### config.mk
export PLATFORM = sky130hd
export DESIGN_NAME = load_store_full_monitor
export DESIGN_NICKNAME = d
export VERILOG_FILES = /design/src/rtl/load_store_full_monitor.sv
export SDC_FILE = /design/constraint.sdc
export NUM_CORES = 1
export LEC_CHECK = 0
export ABC_CLOCK_PERIOD_IN_PS = 3600
export CAP_MARGIN = 30
export CORE_MARGIN = 5
export CORE_UTILIZATION = 25
export DETAILED_ROUTE_END_ITERATION = 8
export SETUP_SLACK_MARGIN = 0.2
export SLEW_MARGIN = 40
export SYNTH_ARGS = -nofsm -noshare
export SYNTH_HDL_FRONTEND = slang
export SYNTH_SLANG_ARGS = --single-unit
### constraint.sdc
create_clock -name clk -period 3.6 [get_ports clk]
set_input_delay 0.72 -clock clk [delete_from_list [all_inputs] [get_ports clk]]
set_output_delay 0.72 -clock clk [all_outputs]
set_load 0.01 [all_outputs]
### src/rtl/load_store_full_monitor.sv
// Rise detector and period meter for the load/store volume-full signal.
// Each rise is offered over valid/ready, and a watchdog flags a missing rise.
module load_store_full_monitor #(
    parameter int PERIOD_MAX = 60000,
    parameter int TBITS      = 16,
    parameter int EVBITS     = 8
) (
    input  logic              clk,
    input  logic              rst,
    input  logic              sig,
    output logic              ev_valid,
    input  logic              ev_ready,
    output logic [TBITS-1:0]  ev_period,
    output logic [EVBITS-1:0] ev_count,
    output logic              timeout,
    output logic              overrun
);

    typedef enum logic [0:0] {
        ST_EMPTY = 1'b0,
        ST_FULL  = 1'b1
    } state_e;

    localparam logic [TBITS:0] PMAX_W = (TBITS+1)'(PERIOD_MAX);

    state_e             state_q, state_d;
    logic               sig_q;
    logic [TBITS-1:0]   cnt_q, cnt_d;
    logic               timeout_q, timeout_d;
    logic               overrun_q, overrun_d;
    logic [TBITS-1:0]   ev_period_q, ev_period_d;
    logic [EVBITS-1:0]  ev_count_q, ev_count_d;
    logic               rise_s;
    logic [TBITS:0]     cnt_inc_s;
    logic [TBITS-1:0]   period_sat_s;
    logic               bound_hit_s;

    // One extra bit on the increment so the saturation compare cannot wrap.
    assign rise_s       = sig & ~sig_q;
    assign cnt_inc_s    = {1'b0, cnt_q} + (TBITS+1)'(1'b1);
    assign bound_hit_s  = (cnt_inc_s >= PMAX_W);
    assign period_sat_s = bound_hit_s ? PMAX_W[TBITS-1:0] : cnt_inc_s[TBITS-1:0];

    // Period counter and watchdog next state; a rise always wins.
    always_comb begin
        cnt_d     = period_sat_s;
        timeout_d = timeout_q;
        if (rise_s) begin
            cnt_d     = {TBITS{1'b0}};
            timeout_d = 1'b0;
        end else if (bound_hit_s) begin
            timeout_d = 1'b1;
        end else begin
            timeout_d = timeout_q;
        end
    end

    // State register and all registered outputs.
    always_ff @(posedge clk or negedge rst) begin
        if (!rst) begin
            state_q     <= ST_EMPTY;
            sig_q       <= 1'b0;
            cnt_q       <= {TBITS{1'b0}};
            timeout_q   <= 1'b0;
            overrun_q   <= 1'b0;
            ev_period_q <= {TBITS{1'b0}};
            ev_count_q  <= {EVBITS{1'b0}};
        end else begin
            state_q     <= state_d;
            sig_q       <= sig;
            cnt_q       <= cnt_d;
            timeout_q   <= timeout_d;
            overrun_q   <= overrun_d;
            ev_period_q <= ev_period_d;
            ev_count_q  <= ev_count_d;
        end
    end

    // Next-state: a slot is freed only by an accept without a new rise.
    always_comb begin
        state_d = state_q;
        case (state_q)
            ST_EMPTY: begin
                if (rise_s) state_d = ST_FULL;
                else        state_d = ST_EMPTY;
            end
            ST_FULL: begin
                if (ev_ready && !rise_s) state_d = ST_EMPTY;
                else                     state_d = ST_FULL;
            end
            default: state_d = ST_EMPTY;
        endcase
    end

    // Event load / drop decisions; a rise into an unaccepted slot is lost.
    always_comb begin
        ev_period_d = ev_period_q;
        ev_count_d  = ev_count_q;
        overrun_d   = overrun_q;
        case (state_q)
            ST_EMPTY: begin
                if (rise_s) begin
                    ev_period_d = period_sat_s;
                    ev_count_d  = ev_count_q + EVBITS'(1'b1);
                end else begin
                    ev_period_d = ev_period_q;
                end
            end
            ST_FULL: begin
                if (rise_s && ev_ready) begin
                    ev_period_d = period_sat_s;
                    ev_count_d  = ev_count_q + EVBITS'(1'b1);
                end else if (rise_s) begin
                    overrun_d   = 1'b1;
                end else begin
                    ev_period_d = ev_period_q;
                end
            end
            default: begin
                ev_period_d = ev_period_q;
            end
        endcase
    end

    assign ev_valid  = (state_q == ST_FULL);
    assign ev_period = ev_period_q;
    assign ev_count  = ev_count_q;
    assign timeout   = timeout_q;
    assign overrun   = overrun_q;

endmodule

==> flow_metrics.py <==
metrics = {
    "drt": {
        "via_count": 1783,
        "routed_wl_um": 5010,
        "post_drt_wl_per_cell_um": 13.9,
        "top_layer": "met4",
        "ant_nets": 0,
        "route.detailed.drc": 0,
        "drt-met1-wl_um": 2250,
        "drt-initial-drc-count": 104,
        "wl_met3_um": 215,
        "firstDrtPassIters": 4,
        "drt-vias-per-instance": 4.94,
        "routed-wl-met2_um": 2480,
    },
    "clock_network": {
        "root_buffer": "clkbuf_8",
        "cts.clk_slew.worst_paths_ns": 0.09,
        "cts_tree": "yes",
        "cts_sinks": 44,
        "htree_levels": 2,
        "clk_path_buf_depth": 2,
        "ctsResizeCount": 0,
        "cts_hold_buffers": 0,
        "clk_latency_ns": 0.30,
        "cts_setup_buffers": 0,
        "numCtsBuffers": 5,
    },
    "critical_path": {
        "crit_required_ns": 3.74,
        "crit_slowest_cell": "o31ai_2",
        "worstPathMaxFanout": 10,
        "cp_num_buf_inv": 0,
        "arrival_ns": 3.08,
        "crit_cells": 7,
        "cp_cell_sequence": "ha_1 > nand3_2 > or4_1 > o311ai_1 > a311oi_1 > o31ai_2 > a31oi_1",
        "r2r_end": "ev_period[11]$_DFFE_PN0P_",
        "reg2reg_slack_ns": 0.66,
        "cp_top_family": "compound AO/OA/AOI/OAI gates",
        "reg2regPathDepth": 7,
        "regToRegStartpoint": "cnt_q[0]$_DFF_PN0_",
        "critical_path_class": "register to register",
        "cp-endpoint": "ev_period[11]$_DFFE_PN0P_",
        "crit_path_start_kind": "register",
        "slowest_delay_ns": 0.63,
        "crit_start": "cnt_q[0]$_DFF_PN0_",
        "critPathCaptureType": "register",
    },
    "logic_synthesis": {
        "yosysTopAreaCell": "dfrtp_1",
        "synth_edf_count": 0,
        "synth_top_cells_by_count": "44 x dfrtp_1, 28 x nand2_1, 22 x nor2_1, 15 x xnor2_1, 11 x nand3_1",
        "ys_ff_latch": 44,
        "synth_warnings": 0,
        "synth_fa_ha_area_share_pct": 1.67,
        "synthXorXnorAreaFrac_pct": 6.63,
        "syn_avg_cell_area_um2": 9.94,
        "ys_async_sr_fraction_pct": 100,
        "synth_compound_area_share_pct": 12.6,
        "synthSimpleGateAreaFrac_pct": 24.8,
        "post-synth-top-count-cell": "dfrtp_1",
        "synthesis.nets": 233,
        "synth_top_area_share_pct": 49.0,
        "ys_seq_area_share_pct": 49.0,
        "synth_area_leaders": "dfrtp_1 49%, xnor2_1 5.8%, nand2_1 4.7%",
        "synth_area_um2": 2250,
        "synthCells": 226,
        "synth_top_family_by_area": "simple AND/OR/NAND/NOR gates",
        "muxShareOfSynthArea_pct": 0.891,
        "synth_cell_types": 46,
        "synth_ff_type": "dfrtp_1",
    },
    "timing": {
        "max_freq_mhz": 340,
        "setup_violations": 0,
        "drv_slew": 0,
        "setup_tns_ns": 0,
        "finClkSkew_ns": 0.0106,
        "slew_headroom_pct": 54.2,
        "finalHoldViolations": 0,
        "rsz0062_at_grt": "false",
        "tightest_slew_ns": 0.683,
        "min_period_ns": 2.94,
        "finalCritPeriodShare_pct": 81.7,
    },
    "grt": {
        "first_global_vias": 1756,
        "grt_use_total_pct": 9.45,
        "overflow": 0,
        "grt_pass1_wl_um": 8740,
        "antenna_found_initial": 0,
        "grt_max_degree": 45,
    },
    "placed_design": {
        "globalplace.congestion": 0.835,
        "placed_area_um2": 2620,
        "io_buffers": 30,
        "dp.final_hpwl_um": 3600,
    },
    "power_and_ir_drop": {
        "pwr-share-comb_pct": 22.3,
        "p_int_w": 0.000961,
        "power_density_nw_per_um2": 497,
        "totalPowerFinal_w": 0.00136,
        "switching_share_pct": 29.3,
        "switchingPower_w": 0.000399,
        "power.leakage_nw": 1.07,
        "ir_worst_vdd_mv": 0.305,
        "power_frac_seq_pct": 48.5,
        "pwr-share-clk_pct": 29.2,
    },
    "floorplanning": {
        "ios": 31,
        "dieWidth_um": 105,
        "row_count": 34,
        "coreArea_um2": 8720,
        "initial_core_util_pct": 25.8,
        "die_y_um": 105,
        "design.die.area_um2": 11000,
    },
    "worst_hold_path": {
        "hold_path_class": "input port to async pin",
    },
    "finish": {
        "final_net_count": 259,
        "diodes": 0,
        "fin_util_pct": 31.4,
        "area_growth_pct": 21.9,
        "stdcell_area_um2": 2740,
        "drive_gt1_share_pct": 7.91,
    },
    "run": {
        "drv_cap": 0,
    },
    "status": {
        "outcome": "complete, no violations",
    },
}
## power groups by stage
stage	sequential, W	combinational (W)	clock, W
2_1_floorplan	0.000662	0.000158	0
3_3_place_gp	0.000668	0.000304	0
3_5_place_dp	0.000667	0.000308	0
4_1_cts	0.000659	0.000309	0.000407
5_1_grt	0.000676	0.000332	0.000426
6_report	0.000659	0.000303	0.000397
## sequential cells by signal, indices dropped and copies added, names as in the netlist
signal / flops
ev_count: 8
cnt_q: 16
timeout: 1
ev_period: 16
sig_q: 1
overrun: 1
ev_valid: 1
## through the flow
step | setup WS [ns] | hold slack (ns) | instances
5_1_grt | 0.405 | 0.443 | 361
6_report | 0.659 | 0.403 | 361
3_5_place_dp | 0.711 | 0.452 | 353
2_1_floorplan | 1.02 | 0.424 | 226
4_1_cts | 0.680 | 0.422 | 361
3_3_place_gp | 0.798 | 0.463 | 353
## worst reg2reg max path: stages (launching register included)
cell and delay [ns]:
dfrtp_1 0.52, ha_1 0.36, nand3_2 0.22, or4_1 0.57, o311ai_1 0.11, a311oi_1 0.21
o31ai_2 0.63, a31oi_1 0.16
## placed cells by master, fill, tap and decap left out, types with 3 or more instances in the layout
cell	n
o41ai_1	3
nand3_1	11
xnor2_1	15
o21ai_0	5
nor3_1	8
nand2b_1	4
o31ai_1	5
nor4_1	4
a31oi_1	6
clkbuf_8	6
and4_1	4
buf_4	4
dfrtp_1	44
clkdlybuf4s50_1	29
ha_1	3
a21oi_1	8
nand2_1	28
inv_1	3
or4_1	3
nor2_1	22
nand4_1	3
## cells by family (layout without fill, tap and decap cells)
family	Yosys count	count (layout)
compound gates	40	40
flops	44	44
mux	2	2
xor+xnor	17	17
simple gates	103	103
buf+inv	17	44
fa+ha+maj	3	3
## worst min path at each step
stage / startpoint / end / slack, ns
finish: rst / ev_period[2]$_DFFE_PN0P_ / 0.40
global route: rst / ev_period[2]$_DFFE_PN0P_ / 0.44
CTS: rst / ev_valid$_DFF_PN0_ / 0.42
global placement: ev_count[7]$_DFFE_PN0P_ / ev_count[7]$_DFFE_PN0P_ / 0.46
detailed placement: overrun$_DFFE_PN0P_ / overrun$_DFFE_PN0P_ / 0.45
floorplan: rst / cnt_q[0]$_DFF_PN0_ / 0.42
## per-layer routing
layer  track usage [%]  vias to the layer above
li1                  -                      859
met1              12.1                      883
met2              15.7                       33
met3              2.34                        8
met4              2.92                        0
met5                 0                        -
## final cells by class
| class | count | area (um^2) |
|---|---|---|
| Fill cell | 893 | 5980 |
| Inverter | 3 | 11.3 |
| Sequential cell | 44 | 1100 |
| Tap cell | 108 | 135 |
| Clock inverter | 2 | 38.8 |
| Clock buffer | 6 | 82.6 |
| Multi-Input combinational cell | 165 | 1050 |
| Timing Repair Buffer | 33 | 320 |
No activity file was read; power rests on OpenSTA's default activity.
